[config.mk]
export PLATFORM = sky130hd
export DESIGN_NAME = load_store_unit
export DESIGN_NICKNAME = d
export VERILOG_FILES = /design/src/rtl/lsu_pkg.sv /design/src/rtl/lsu_align.sv /design/src/rtl/load_store_unit.sv
export SDC_FILE = /design/constraint.sdc
export NUM_CORES = 1
export LEC_CHECK = 0
export ABC_AREA = 0
export CAP_MARGIN = 15
export CORE_MARGIN = 2
export CORE_UTILIZATION = 45
export CTS_CLUSTER_SIZE = 40
export DETAILED_ROUTE_END_ITERATION = 6
export PLACE_DENSITY = 0.83
export SLEW_MARGIN = 10
export SYNTH_ARGS = -nofsm -noshare
export SYNTH_HDL_FRONTEND = slang
export SYNTH_SLANG_ARGS = --single-unit
[constraint.sdc]
create_clock -name clk -period 3.6 [get_ports clk]
set_input_delay 0.72 -clock clk [delete_from_list [all_inputs] [get_ports clk]]
set_output_delay 0.72 -clock clk [all_outputs]
set_load 0.1 [all_outputs]
[src/rtl/lsu_pkg.sv]
// Shared types and constants for the load/store unit.
// The optional misaligned-access trap is enabled with `define LSU_MISALIGN_TRAP_EN;
// the helper below is only referenced when that macro is defined.
package lsu_pkg;

  typedef enum logic [1:0] {
    ST_IDLE = 2'd0,
    ST_REQ  = 2'd1,
    ST_WAIT = 2'd2,
    ST_DONE = 2'd3
  } lsu_state_t;

  // Load encodings of func3
  localparam logic [2:0] F3_LB  = 3'b000;
  localparam logic [2:0] F3_LH  = 3'b001;
  localparam logic [2:0] F3_LW  = 3'b010;
  localparam logic [2:0] F3_LBU = 3'b100;
  localparam logic [2:0] F3_LHU = 3'b101;

  // Store encodings of func3
  localparam logic [2:0] F3_SB  = 3'b000;
  localparam logic [2:0] F3_SH  = 3'b001;
  localparam logic [2:0] F3_SW  = 3'b010;

  // True when the access cannot be served by a single naturally aligned container.
  // Unlisted func3 values behave as word accesses, so they need both low bits clear.
  function automatic logic is_misaligned(input logic       is_store,
                                         input logic [2:0] f3,
                                         input logic [1:0] lo);
    logic mis;
    mis = (lo != 2'b00);
    if (is_store) begin
      case (f3)
        F3_SB:   mis = 1'b0;
        F3_SH:   mis = lo[0];
        default: mis = (lo != 2'b00);
      endcase
    end else begin
      case (f3)
        F3_LB, F3_LBU: mis = 1'b0;
        F3_LH, F3_LHU: mis = lo[0];
        default:       mis = (lo != 2'b00);
      endcase
    end
    return mis;
  endfunction

endpackage

[src/rtl/lsu_align.sv]
// Byte-lane steering for the load/store unit.
// Store side replicates the store value across lanes and builds byte enables;
// load side picks the addressed byte/half out of the read word and extends it.
import lsu_pkg::*;

module lsu_align (
  input  logic [31:0] store_data,
  input  logic [2:0]  st_func3,
  input  logic [1:0]  st_addr_lo,
  output logic [31:0] wdata,
  output logic [3:0]  wstrb,
  input  logic [31:0] rsp_rdata,
  input  logic [2:0]  ld_func3,
  input  logic [1:0]  ld_addr_lo,
  output logic [31:0] load_ext
);

  logic [7:0]  lane_byte;
  logic [15:0] lane_half;

  // Store lane replication and byte enables; anything not SB/SH is a full word
  always_comb begin
    wdata = store_data;
    wstrb = 4'b1111;
    case (st_func3)
      F3_SB: begin
        wdata = {4{store_data[7:0]}};
        wstrb = 4'b0001 << st_addr_lo;
      end
      F3_SH: begin
        wdata = {2{store_data[15:0]}};
        wstrb = 4'b0011 << {st_addr_lo[1], 1'b0};
      end
      default: begin
        wdata = store_data;
        wstrb = 4'b1111;
      end
    endcase
  end

  // Select the addressed byte of the read word
  always_comb begin
    lane_byte = rsp_rdata[7:0];
    case (ld_addr_lo)
      2'd0: lane_byte = rsp_rdata[7:0];
      2'd1: lane_byte = rsp_rdata[15:8];
      2'd2: lane_byte = rsp_rdata[23:16];
      2'd3: lane_byte = rsp_rdata[31:24];
      default: lane_byte = rsp_rdata[7:0];
    endcase
  end

  assign lane_half = ld_addr_lo[1] ? rsp_rdata[31:16] : rsp_rdata[15:0];

  // Extend the selected lane; reserved load encodings return the whole word
  always_comb begin
    load_ext = rsp_rdata;
    case (ld_func3)
      F3_LB:   load_ext = {{24{lane_byte[7]}}, lane_byte};
      F3_LH:   load_ext = {{16{lane_half[15]}}, lane_half};
      F3_LBU:  load_ext = {24'h000000, lane_byte};
      F3_LHU:  load_ext = {16'h0000, lane_half};
      default: load_ext = rsp_rdata;
    endcase
  end

endmodule

[src/rtl/load_store_unit.sv]
// Multi-cycle load/store unit sitting behind the ALU of the single-cycle core.
// Runs one valid/ready request per memory instruction and stalls the core until
// the response arrives; the core retires the instruction in the DONE cycle.
// Optional: `define LSU_MISALIGN_TRAP_EN to trap misaligned half/word accesses
// instead of silently using the aligned container.
import lsu_pkg::*;

module load_store_unit #(
  parameter int ADDR_W = 32
) (
  input  logic              clk,
  input  logic              reset,
  input  logic              mem_read,
  input  logic              mem_write,
  input  logic [2:0]        func3,
  input  logic [ADDR_W-1:0] addr,
  input  logic [31:0]       store_data,
  output logic              stall,
  output logic [31:0]       load_data,
  output logic              load_valid,
  output logic              misaligned,
  output logic              req_valid,
  input  logic              req_ready,
  output logic              req_we,
  output logic [ADDR_W-1:0] req_addr,
  output logic [31:0]       req_wdata,
  output logic [3:0]        req_wstrb,
  input  logic              rsp_valid,
  input  logic [31:0]       rsp_rdata
);

  lsu_state_t  state;
  lsu_state_t  next_state;

  logic        op_start;
  logic        mis_now;
  logic        op_we;
  logic        op_mis;
  logic [2:0]  op_func3;
  logic [1:0]  op_addr_lo;

  logic [31:0] st_wdata;
  logic [3:0]  st_wstrb;
  logic [31:0] ld_ext;

  assign op_start = mem_read | mem_write;

`ifdef LSU_MISALIGN_TRAP_EN
  assign mis_now = is_misaligned(mem_write, func3, addr[1:0]);
`else
  assign mis_now = 1'b0;
`endif

  // Store lanes come from the live inputs (registered at issue); load lanes use the
  // func3/offset latched at issue since the core inputs are not trusted later.
  lsu_align u_align (
    .store_data (store_data),
    .st_func3   (func3),
    .st_addr_lo (addr[1:0]),
    .wdata      (st_wdata),
    .wstrb      (st_wstrb),
    .rsp_rdata  (rsp_rdata),
    .ld_func3   (op_func3),
    .ld_addr_lo (op_addr_lo),
    .load_ext   (ld_ext)
  );

  // State register
  always_ff @(posedge clk) begin
    if (reset) begin
      state <= ST_IDLE;
    end else begin
      state <= next_state;
    end
  end

  // Next-state and handshake/status outputs
  always_comb begin
    next_state = state;
    stall      = 1'b0;
    req_valid  = 1'b0;
    load_valid = 1'b0;
    case (state)
      ST_IDLE: begin
        stall = op_start;
        if (op_start) begin
          next_state = mis_now ? ST_DONE : ST_REQ;
        end
      end
      ST_REQ: begin
        stall     = 1'b1;
        req_valid = 1'b1;
        if (req_ready) begin
          next_state = ST_WAIT;
        end
      end
      ST_WAIT: begin
        stall = 1'b1;
        if (rsp_valid) begin
          next_state = ST_DONE;
        end
      end
      ST_DONE: begin
        load_valid = ~op_we & ~op_mis;
        next_state = ST_IDLE;
      end
      default: begin
        next_state = ST_IDLE;
      end
    endcase
  end

`ifdef LSU_MISALIGN_TRAP_EN
  assign misaligned = (state == ST_DONE) & op_mis;
`else
  assign misaligned = 1'b0;
`endif

  // Latch the operation and request fields at issue; capture load results in WAIT
  always_ff @(posedge clk) begin
    if (reset) begin
      op_we      <= 1'b0;
      op_mis     <= 1'b0;
      op_func3   <= 3'b000;
      op_addr_lo <= 2'b00;
      req_we     <= 1'b0;
      req_addr   <= '0;
      req_wdata  <= 32'h0;
      req_wstrb  <= 4'h0;
      load_data  <= 32'h0;
    end else begin
      if (state == ST_IDLE && op_start) begin
        op_we      <= mem_write;
        op_mis     <= mis_now;
        op_func3   <= func3;
        op_addr_lo <= addr[1:0];
        if (!mis_now) begin
          req_we    <= mem_write;
          req_addr  <= {addr[ADDR_W-1:2], 2'b00};
          req_wdata <= mem_write ? st_wdata : 32'h0;
          req_wstrb <= mem_write ? st_wstrb : 4'h0;
        end
      end
      if (state == ST_WAIT && rsp_valid && !op_we) begin
        load_data <= ld_ext;
      end
    end
  end

endmodule

==> results.sh <==
export IMPL_rsz0062_at_grt="no"
export IMPL_cts_htree_levels=3
export IMPL_hp_class="flip-flop to flip-flop"
export IMPL_cts_buffers=9
export IMPL_worst_path_stages=1
export IMPL_cts_root_buf="clkbuf_8"
export IMPL_first_global_vias=4733
export IMPL_cts_buffer_depth=2
export IMPL_path_clk_slew_ns=0.10
export IMPL_clock_fmax_ghz=0.3773
export IMPL_die_w_um=106.1
export IMPL_relSlewSlack_pct=26.51
export IMPL_p_total_w=0.005788
export IMPL_synth_top_family_by_area="simple AND/OR/NAND/NOR gates"
export IMPL_ant_nets=0
export IMPL_cp_required_ns=2.88
export IMPL_nets=857
export IMPL_dp_cells=871
export IMPL_grt_pass1_wl_um=22980
export IMPL_core_um2=10230
export IMPL_cp_arrival_ns=1.93
export IMPL_ir_worst_vdd_v=0.0004527
export IMPL_num_rows=37
export IMPL_overflow=0
export IMPL_cp_start_kind="flip-flop"
export IMPL_end_kind="output port"
export IMPL_post_cts_buffers=0
export IMPL_synth_simple_area_share_pct=20.02
export IMPL_post_route_util_pct=68.39
export IMPL_yosys_area_top_type_share_pct=45.21
export IMPL_synthMuxAreaShare_pct=8.238
export IMPL_ys_top_cells_by_area="dfxtp_1 (45%), nand2_1 (11%), nor2_1 (4.9%)"
export IMPL_setup_viol=0
export IMPL_finalHoldViolations=0
export IMPL_cts_sinks=106
export IMPL_tns_ns=0
export IMPL_worst_slew_pin_slew_ns=1.098
export IMPL_finalCriticalPeriod_ns=2.651
export IMPL_grt_max_degree=94
export IMPL_chipHeight_um=106.1
export IMPL_port_buffers=206
export IMPL_r2r_cells=7
export IMPL_yosysTopAreaCell="dfxtp_1"
export IMPL_synth_xor_area_share_pct=0
export IMPL_postPlaceCellArea_um2=6795
export IMPL_r2r_end="req_wdata[31]"
export IMPL_vias_per_cell=5.408
export IMPL_dr_pass1_iters=5
export IMPL_slew_violations=0
export IMPL_cp_top_family="buffers and inverters"
export IMPL_drt_iter0_drc=345
export IMPL_synth_compound_gate_area_share_pct=19.97
export IMPL_cpPeakStageDelay_ns=1.18
export IMPL_worstPathCellList="clkdlybuf4s50_1"
export IMPL_syn_to_final_growth_pct=49.08
export IMPL_antennaDiodeCount=0
export IMPL_grt_usage_pct=25.42
export IMPL_slowest_stage="clkdlybuf4s50_1"
export IMPL_antenna_found_initial=0
export IMPL_ys_warn_count=0
export IMPL_p_per_area_nw_per_um2=827.2
export IMPL_crit_reg2reg_launch="state[0]"
export IMPL_ys_types=36
export IMPL_num_vias=4797
export IMPL_max_cap_viol_count=0
export IMPL_path_class="flip-flop to output port"
export IMPL_synthAdderAreaFrac_pct=1.600
export IMPL_cts_tree="done"
export IMPL_drive_gt1_share_pct=9.055
export IMPL_cts_repair_resized=0
export IMPL_drc_errors=0
export IMPL_crit_buf_inv=1
export IMPL_cts_hold_buf=0
export IMPL_yosysSeqAreaShare_pct=45.21
export IMPL_yosys_register_bits=106
export IMPL_crit_fanout=4
export IMPL_num_io_pins=210
export IMPL_power_leakage_nw=2.514
export IMPL_die_area_um2=11260
export IMPL_clkLatencyLatePin_ns=0.36
export IMPL_final_cells=887
export IMPL_reg2reg_setup_slack_ns=1.17
export IMPL_startpoint="op_we"
export IMPL_initial_core_util_pct=45.87
export IMPL_fin_area_um2=6997
export IMPL_syn_area_um2=4693
export IMPL_place_gp_congestion=0.9302
export IMPL_cp_endpoint="req_we"
export IMPL_drt_total_wl_um=14570
export IMPL_syn_inst=566
export IMPL_period_share_pct=73.63
export IMPL_fillers=821
export IMPL_outcome="complete, no violations"
export IMPL_drt_wirelength_per_cell_um=16.43
export IMPL_finalClockSkew_ns=0.006786
export IMPL_dpl_hpwl_um=10600
export IMPL_syn_avg_cell_area_um2=8.292
==> placed cells by master, fill, tap and decap left out, types with 8 or more instances in the layout <==
master	count
a211oi_1	15
o21ai_0	37
nor2_1	61
mux2i_1	18
nand2_1	136
a22oi_1	18
clkbuf_8	9
nand3b_1	8
nor3_1	8
a211oi_2	10
a21oi_1	39
mux2_2	15
clkdlybuf4s50_1	201
dfxtp_1	106
buf_4	10
==> logic make-up (layout without fill, tap and decap cells) <==
kind of cell,Yosys count,in the layout
and+or+nand+nor,228,228
DFF,106,106
adders and majority gates,6,6
other,1,3
AOI/OAI and AO/OA,140,140
buffers and inverters,50,233
muxes,35,35
==> synthesized netlist by cell type <==
cell type  number
nor3_1          8
o221a_2         7
a211oi_1       15
buf_4           3
and3b_1         1
buf_1           1
mux4_2          1
dfxtp_1       106
a31oi_1         7
a21oi_2         1
nor2_2          1
o31a_4          1
or2_2           1
buf_6           2
clkbuf_1       28
nor3_2          1
nor2_1         61
mux2i_1        18
ha_1            6
conb_1          1
nand2b_1        5
mux2_2         15
buf_2          12
and2_1          2
o21ai_1         1
mux2_4          1
nand2_1       136
a211oi_2       10
nor2b_1         4
a22oi_1        18
a21oi_1        39
inv_1           4
o21ai_0        38
nand3b_1        8
a221oi_1        2
o21a_1          1
==> layer usage <==
metal	global-route usage, %	wire length (um)	share of wire [%]	vias to the layer above
met5	0	0	0	-
met2	43.27	7121	49	230
met3	6.131	1126	7.7	43
met4	13.53	512	3.5	0
li1	-	-	-	2285
met1	29.43	5811	40	2239
==> worst min-delay path by stage <==
stage,cells after the start,slack [ns],start,end
3_5_place_dp,2,0.45,op_func3[2],op_func3[2]
2_1_floorplan,2,0.43,op_func3[2],op_func3[2]
3_3_place_gp,2,0.44,req_wstrb[2],req_wstrb[2]
4_1_cts,2,0.46,req_wstrb[2],req_wstrb[2]
5_1_grt,2,0.49,req_addr[14],req_addr[14]
6_report,2,0.46,req_wstrb[2],req_wstrb[2]
==> report_power, final <==
group / switching (W) / total [W] / internal [W]
Clock: 0.000421 / 0.000749 / 0.000328
Combinational: 0.00256 / 0.00340 / 0.000840
Sequential: 0.000207 / 0.00164 / 0.00143
==> flip-flops by register name (all words and copies together) (netlist names) <==
name and count:
load_data 32, req_wdata 32, req_addr 30, req_wstrb 4, op_func3 3, op_addr_lo 2
state 2, op_we 1
==> cell type report <==
type,count,area (um^2),share of cell area [%]
multi-input combinational,412,2361,33.74
sequential,106,2122,30.33
timing repair buffer,213,2127,30.40
inverter,4,15.01,0.2146
clock buffer,9,123.9,1.770
clock inverter,7,77.57,1.109
tap,136,170.2,2.432
==> stage by stage <==
step | worst slack (ns) | hold slack (ns)
2_1_floorplan | 0.1950 | 0.4316
3_3_place_gp | 0.8961 | 0.4402
3_5_place_dp | 0.7149 | 0.4451
4_1_cts | 0.9288 | 0.4587
5_1_grt | 0.8737 | 0.4863
6_report | 0.9492 | 0.4560
Power figures use the tool's default switching activity.
